--- src/rtl/tone_gen_if.sv ---
`default_nettype none
// ---------------------------------------------------------------------------
// tone_gen_if -- note-code stage <-> tone generator bus         rev 1.0
// ---------------------------------------------------------------------------
interface tone_gen_if;
  logic [10:0] TO;
  logic        EN;
  logic        SPKS;
  logic        ACTIVE;

  modport master (output TO, output EN, input  SPKS, input  ACTIVE);
  modport slave  (input  TO, input  EN, output SPKS, output ACTIVE);
endinterface
`default_nettype wire

--- src/rtl/tone_gen.sv ---
`default_nettype none
// ---------------------------------------------------------------------------
// tone_gen -- preset-counter square-wave speaker generator      rev 1.0
// Optional tick prescaler enabled by defining TONE_GEN_PRESCALE_EN.
// ---------------------------------------------------------------------------
module tone_gen #(
  parameter int PRESCALE = 4
) (
  input  logic      CLK,
  input  logic      RST_N,
  tone_gen_if.slave bus
);

  localparam logic [10:0] c_REST = 11'h7FF;

  logic w_tick;

`ifdef TONE_GEN_PRESCALE_EN
  localparam logic [7:0] c_PRE_LAST = 8'(PRESCALE - 1);

  logic [7:0] r_pre;

  // Free-running: independent of EN so tick phase is set only by reset.
  always_ff @(posedge CLK or negedge RST_N) begin
    if (!RST_N) begin
      r_pre <= 8'd0;
    end else if (r_pre == c_PRE_LAST) begin
      r_pre <= 8'd0;
    end else begin
      r_pre <= r_pre + 8'd1;
    end
  end

  assign w_tick = (r_pre == c_PRE_LAST);
`else
  logic [7:0] w_unused_prescale;
  assign w_unused_prescale = 8'(PRESCALE);
  assign w_tick            = 1'b1;
`endif

  logic [10:0] r_cnt;
  logic [10:0] w_cnt_nxt;
  logic        r_spks;
  logic        w_spks_nxt;
  logic        r_active;
  logic        w_active_nxt;
  logic        w_reload;
  logic        w_rest;

  assign w_rest   = (bus.TO == c_REST);
  assign w_reload = w_tick && (r_cnt == c_REST);

  // Reload wins over increment, so the counter never wraps past 11'h7FF.
  always_comb begin
    w_cnt_nxt    = r_cnt;
    w_spks_nxt   = r_spks;
    w_active_nxt = r_active;
    if (!bus.EN) begin
      w_cnt_nxt    = c_REST;
      w_spks_nxt   = 1'b0;
      w_active_nxt = 1'b0;
    end else if (w_reload) begin
      w_cnt_nxt    = bus.TO;
      w_spks_nxt   = w_rest ? 1'b0 : ~r_spks;
      w_active_nxt = ~w_rest;
    end else if (w_tick) begin
      w_cnt_nxt    = r_cnt + 11'd1;
    end
  end

  always_ff @(posedge CLK or negedge RST_N) begin
    if (!RST_N) begin
      r_cnt    <= c_REST;
      r_spks   <= 1'b0;
      r_active <= 1'b0;
    end else begin
      r_cnt    <= w_cnt_nxt;
      r_spks   <= w_spks_nxt;
      r_active <= w_active_nxt;
    end
  end

  assign bus.SPKS   = r_spks;
  assign bus.ACTIVE = r_active;

endmodule
`default_nettype wire

--- src/flat_wrapper.sv ---
// flat-port wrapper written by rule: the top's interface ports become plain ports
module tone_gen_flat 
#(
  parameter int PRESCALE = 4
)
  (CLK, RST_N, bus_TO, bus_EN, bus_SPKS, bus_ACTIVE);
  tone_gen_if bus_i ();
  input  logic CLK;
  input  logic RST_N;
  input wire logic [$bits(bus_i.TO)-1:0] bus_TO;
  input wire logic [$bits(bus_i.EN)-1:0] bus_EN;
  output wire logic [$bits(bus_i.SPKS)-1:0] bus_SPKS;
  output wire logic [$bits(bus_i.ACTIVE)-1:0] bus_ACTIVE;
  assign bus_i.TO = bus_TO;
  assign bus_i.EN = bus_EN;
  assign bus_SPKS = bus_i.SPKS;
  assign bus_ACTIVE = bus_i.ACTIVE;
  tone_gen #(.PRESCALE(PRESCALE)) u_core (.CLK(CLK), .RST_N(RST_N), .bus(bus_i));
endmodule
--- config.mk ---
export PLATFORM = sky130hd
export DESIGN_NAME = tone_gen_flat
export DESIGN_NICKNAME = d
export VERILOG_FILES = /design/src/rtl/tone_gen_if.sv /design/src/rtl/tone_gen.sv /design/src/flat_wrapper.sv
export SDC_FILE = /design/constraint.sdc
export NUM_CORES = 1
export LEC_CHECK = 0
export BUFFER_PORTS_ARGS = -buffer_cell sky130_fd_sc_hd__buf_2
export CAP_MARGIN = 20
export CORE_UTILIZATION = 50
export CTS_BUF_LIST = sky130_fd_sc_hd__clkbuf_16
export CTS_CLUSTER_SIZE = 40
export DETAILED_ROUTE_END_ITERATION = 7
export GPL_TIMING_DRIVEN = 1
export PLACE_DENSITY = 0.71
export SLEW_MARGIN = 25
export SYNTH_ARGS = -nofsm -noshare
export SYNTH_HDL_FRONTEND = slang
export SYNTH_SLANG_ARGS = --single-unit
--- constraint.sdc ---
create_clock -name CLK -period 1.9 [get_ports CLK]
set_input_delay 0.19 -clock CLK [delete_from_list [all_inputs] [get_ports CLK]]
set_output_delay 0.19 -clock CLK [all_outputs]
set_load 0.03 [all_outputs]
# == Yosys cells after proc, flatten, opt, wreduce, memory -nomap -nowiden ==
# Index checks and enable logic that the tools add are counted.
# op_classes
add_sub_neg,1
n_eq_ne,3
n_mux,7
bitwise_logic,2
# ops
op,count
"== test 11 bit, second input constant",2
2-to-1 mux 11 bit,2
"adder 11 x 1 -> 11 bit, second input constant",1
2-to-1 mux 1 bit,5
"inequality test 2 x 1 -> 1 bit, second input constant",1
NOT 1 bit,2
# word_totals
register_bits,13
inputBits,14
output_inout_bits,2
wordCells,16

# == Depth between registers and ports, before layout ==
# logic_depth
depth_word,4
ltp_mapped,4
depth_no_buf,4

# == Worst setup path before layout ==
# OpenSTA, ideal clock, no wires.
# synth_timing
path_type,register to register
from,register u_core.r_cnt[0]
to,register u_core.r_spks (netlist: u_core.bus.SPKS)
setup_ns,0.096
t_arrival_ns,1.431
required_ns,1.804
setup_slack_ns,0.373
stages_incl_launch_ff,5
n_path_buf,0
period_less_slack_ns,1.527
path_cell_list,dfstp_2 -> ha_1 -> and4_2 -> nand4_4 -> o31ai_1
# synth_between
elab_chain_cells,2
# synth_lines
item,line_no,rtl
"start, declared",tone_gen.sv:41,logic [10:0] r_cnt;
"start signal, assigned",tone_gen.sv:73,r_cnt <= c_REST;
"start signal, assigned",tone_gen.sv:77,r_cnt <= w_cnt_nxt;
== test 11 bit,tone_gen.sv:51,assign w_reload = w_tick && (r_cnt == c_REST);
inequality test 2 x 1 -> 1 bit (no source line),n/a,
"end signal, assigned",tone_gen.sv:78,r_spks <= w_spks_nxt;
"end, declared",tone_gen.sv:43,logic r_spks;
# No other way between the ends.
# A chain may end at the register's enable or synchronous reset.

# == Final worst setup path ==
# Ends and elaborated chain as after synthesis.

==> impl_metrics.sql <==
INSERT INTO impl_metrics (metric_group, metric, value, unit) VALUES
('run_status', 'run_status', 'complete, no violations', ''),
('worst_setup_path', 'critical_path_max_stage_delay', '560', 'ps'),
('clocking', 'h-tree-depth', '1', ''),
('timing', 'final_hold_viol_count', '0', ''),
('worst_setup_path', 'critical-path-top-delay-family', 'flip-flops', ''),
('drt', 'avgRoutedWirePerCell', '17.0', 'um'),
('timing', 'highest_clock_rate', '604', 'MHz'),
('cells_and_area', 'drive_gt1_frac', '0.407', ''),
('worst_setup_path', 'path_depth', '4', ''),
('clocking', 'tritoncts', 'built', ''),
('global_routing', 'via_count_of_the_first_global_routing_pass', '560', ''),
('worst_setup_path', 'critPathMaxFanout', '10', ''),
('drt', 'detailroute.via_count', '671', ''),
('drt', 'antenna_violating_nets_post_route', '0', ''),
('clocking', 'library_cell_used_as_clock_root_buffer', 'clkbuf_16', ''),
('worst_setup_path', 'critical_path_arrival', '1800', 'ps'),
('worst_setup_path', 'cp_data_required_time', '2050', 'ps'),
('floorplan', 'placeableCoreArea', '1350', 'um^2'),
('worst_setup_path', 'cpMaxStageDelayCell', 'dfstp_2', ''),
('synth', 'postSynthNetCount', '82', ''),
('worst_setup_path', 'critical_path_buf_inv_count', '0', ''),
('pwr', 'power.leakage', '0.387', 'nW'),
('placement', 'detailed_place_hpwl', '1220', 'um'),
('clocking', 'cts_setup_buffers', '0', ''),
('timing', 'total_negative_slack_for_setup_checks', '0', 'ps'),
('floorplan', 'die_height', '40.7', 'um'),
('worst_setup_path', 'startpoint_type', 'flop', ''),
('synth', 'synth_cell_type_count', '33', ''),
('synth', 'syn_area', '749', 'um^2'),
('timing', 'drv_slew', '0', ''),
('synth', 'yosys_register_bits', '13', ''),
('clocking', 'worst_setup_hold_path_clk_slew', '40', 'ps'),
('floorplan', 'floorplan.initialDensity', '0.555', ''),
('pwr', 'power.total', '1.67', 'mW'),
('global_routing', 'antenna_found_initial', '0', ''),
('synth', 'synth.largest_area_cell', 'dfstp_2', ''),
('clocking', 'cts.sink_count', '13', ''),
('drt', 'detail_route.vias_per_cell', '6.64', ''),
('drt', 'detail_route.wirelength', '1710', 'um'),
('floorplan', 'die-area', '1660', 'um^2'),
('clocking', 'clk-insertion-delay-late', '240', 'ps'),
('cells_and_area', 'fin_util', '0.685', ''),
('synth', 'synth-seq-area-share', '0.452', ''),
('clocking', 'hold_buf_count_cts', '1', ''),
('drt', 'detail_route.first_pass.iterations', '4', ''),
('worst_setup_path', 'end_kind', 'flop', ''),
('timing', 'worst_pin_slew', '380', 'ps'),
('timing', 'final_period_minus_worst_setup_slack', '1650', 'ps'),
('timing', 'rsz0062_at_grt', 'no', ''),
('worst_setup_path', 'critPathKind', 'reg2reg', ''),
('synth', 'synthTopCellsByCount', 'dfstp_2, nand4_1, a2bb2oi_1', ''),
('timing', 'hold_slack', '179', 'ps'),
('placement', 'detailed_place.area', '836', 'um^2'),
('clocking', 'cts-buffers-inserted', '3', ''),
('worst_setup_path', 'worstPathCellList', 'ha_1 -> and4_2 -> nand4_4 -> o31ai_1', ''),
('cells_and_area', 'areaGrowthSynthToFinish', '23.4', '%'),
('synth', 'top_cells_by_area_synth', 'dfstp_2, dfrtp_1, a2bb2oi_1, nand4_1, o32a_1', ''),
('clocking', 'max-clock-path-buffers', '2', ''),
('worst_setup_path', 'worst-r2r-cell-count', '4', ''),
('synth', 'yosysMostFrequentCell', 'dfstp_2', ''),
('drt', 'drc', '0', ''),
('synth', 'synth_area_per_inst', '11.2', 'um^2'),
('clocking', 'post_cts_resized', '0', ''),
('cells_and_area', 'number_of_inserted_diodes', '0', ''),
('flow_run', 'max-cap-violations', '0', ''),
('pwr', 'pwr_density_cell', '1800', 'nW/um^2'),
('synth', 'yosysTopAreaCellShare', '0.386', ''),
('synth', 'async_set_reset_flop_share_out_of_synthesis', '1.00', ''),
('min_path', 'hold_class', 'in2reg', ''),
('min_path', 'worst_hold_path.num_cells', '2', ''),
('synth', 'number_of_enable_flip_flop_cells_after_synthesis', '0', '');
-- power by group --
group          internal [mW]  switching [mW]  total [mW]
logic                  0.300           0.399       0.699
registers              0.449           0.130       0.579
clock network          0.277           0.113       0.390
total                   1.03           0.641        1.67
-- final timing paths --
check                                                 to                     startpoint  slack, ps
setup / recovery             u_core.bus.SPKS$_DFFE_PN0P_      u_core.r_cnt[0]$_DFF_PN1_        250
hold / removal                 u_core.r_cnt[1]$_DFF_PN1_                      bus_TO[1]        180
setup reg to reg             u_core.bus.SPKS$_DFFE_PN0P_      u_core.r_cnt[0]$_DFF_PN1_        250
hold reg to reg            u_core.bus.ACTIVE$_DFFE_PN0P_  u_core.bus.ACTIVE$_DFFE_PN0P_        500
max in group asynchronous      u_core.r_cnt[0]$_DFF_PN1_                          RST_N       1260
min in group asynchronous    u_core.bus.SPKS$_DFFE_PN0P_                          RST_N        360
-- routing by layer --
metal	track usage	routed length [um]	vias to the layer above
li1	-	-	322
met1	0.308	781	315
met2	0.361	794	30
met3	0.0924	120	4
met4	0.108	16	0
met5	0	0	-
-- per-stage QoR --
step | worst slack, ps | cells
after global routing | 162 | 101
after global placement | 284 | 96
after floorplan | 373 | 67
after CTS | 235 | 101
after detailed placement | 246 | 96
final | 246 | 101
-- cells in the final DEF, fill, tap and decap left out, drive strengths merged, types with 2 or more instances in the layout --
| cell type | instances |
|---|---|
| a2bb2oi | 4 |
| and4 | 3 |
| buf | 15 |
| clkbuf | 3 |
| dfrtp | 2 |
| dfstp | 11 |
| inv | 3 |
| nand2 | 3 |
| nand3 | 3 |
| nand4 | 8 |
| nor3 | 3 |
| o21a | 2 |
| o21ai | 3 |
| o31a | 2 |
| o31ai | 2 |
| o32a | 3 |
| xnor2 | 2 |
-- flip-flops by register name, summed over array words and instances, names as in the netlist --
name / cells
u_core.bus.SPKS: 1
u_core.bus.ACTIVE: 1
u_core.r_cnt: 11
-- kinds of logic after synthesis --
| family | share of synthesized area |
|---|---|
| AOI/OAI and AO/OA | 0.250 |
| xor gates and xnor gates | 0.0234 |
| adders and majority gates | 0.0167 |
| buffers and inverters | 0.0200 |
| DFF | 0.452 |
| and+or+nand+nor | 0.237 |
-- layout make-up --
cell class / count / area [um^2]
Fill cell: 113 / 425
Multi-Input combinational cell: 51 / 395
Sequential cell: 13 / 339
Timing Repair Buffer: 16 / 85.1
Clock buffer: 3 / 75.1
Tap cell: 15 / 18.8
Inverter: 2 / 7.51
Clock inverter: 1 / 3.75
No activity file was read; power rests on OpenSTA's default activity.
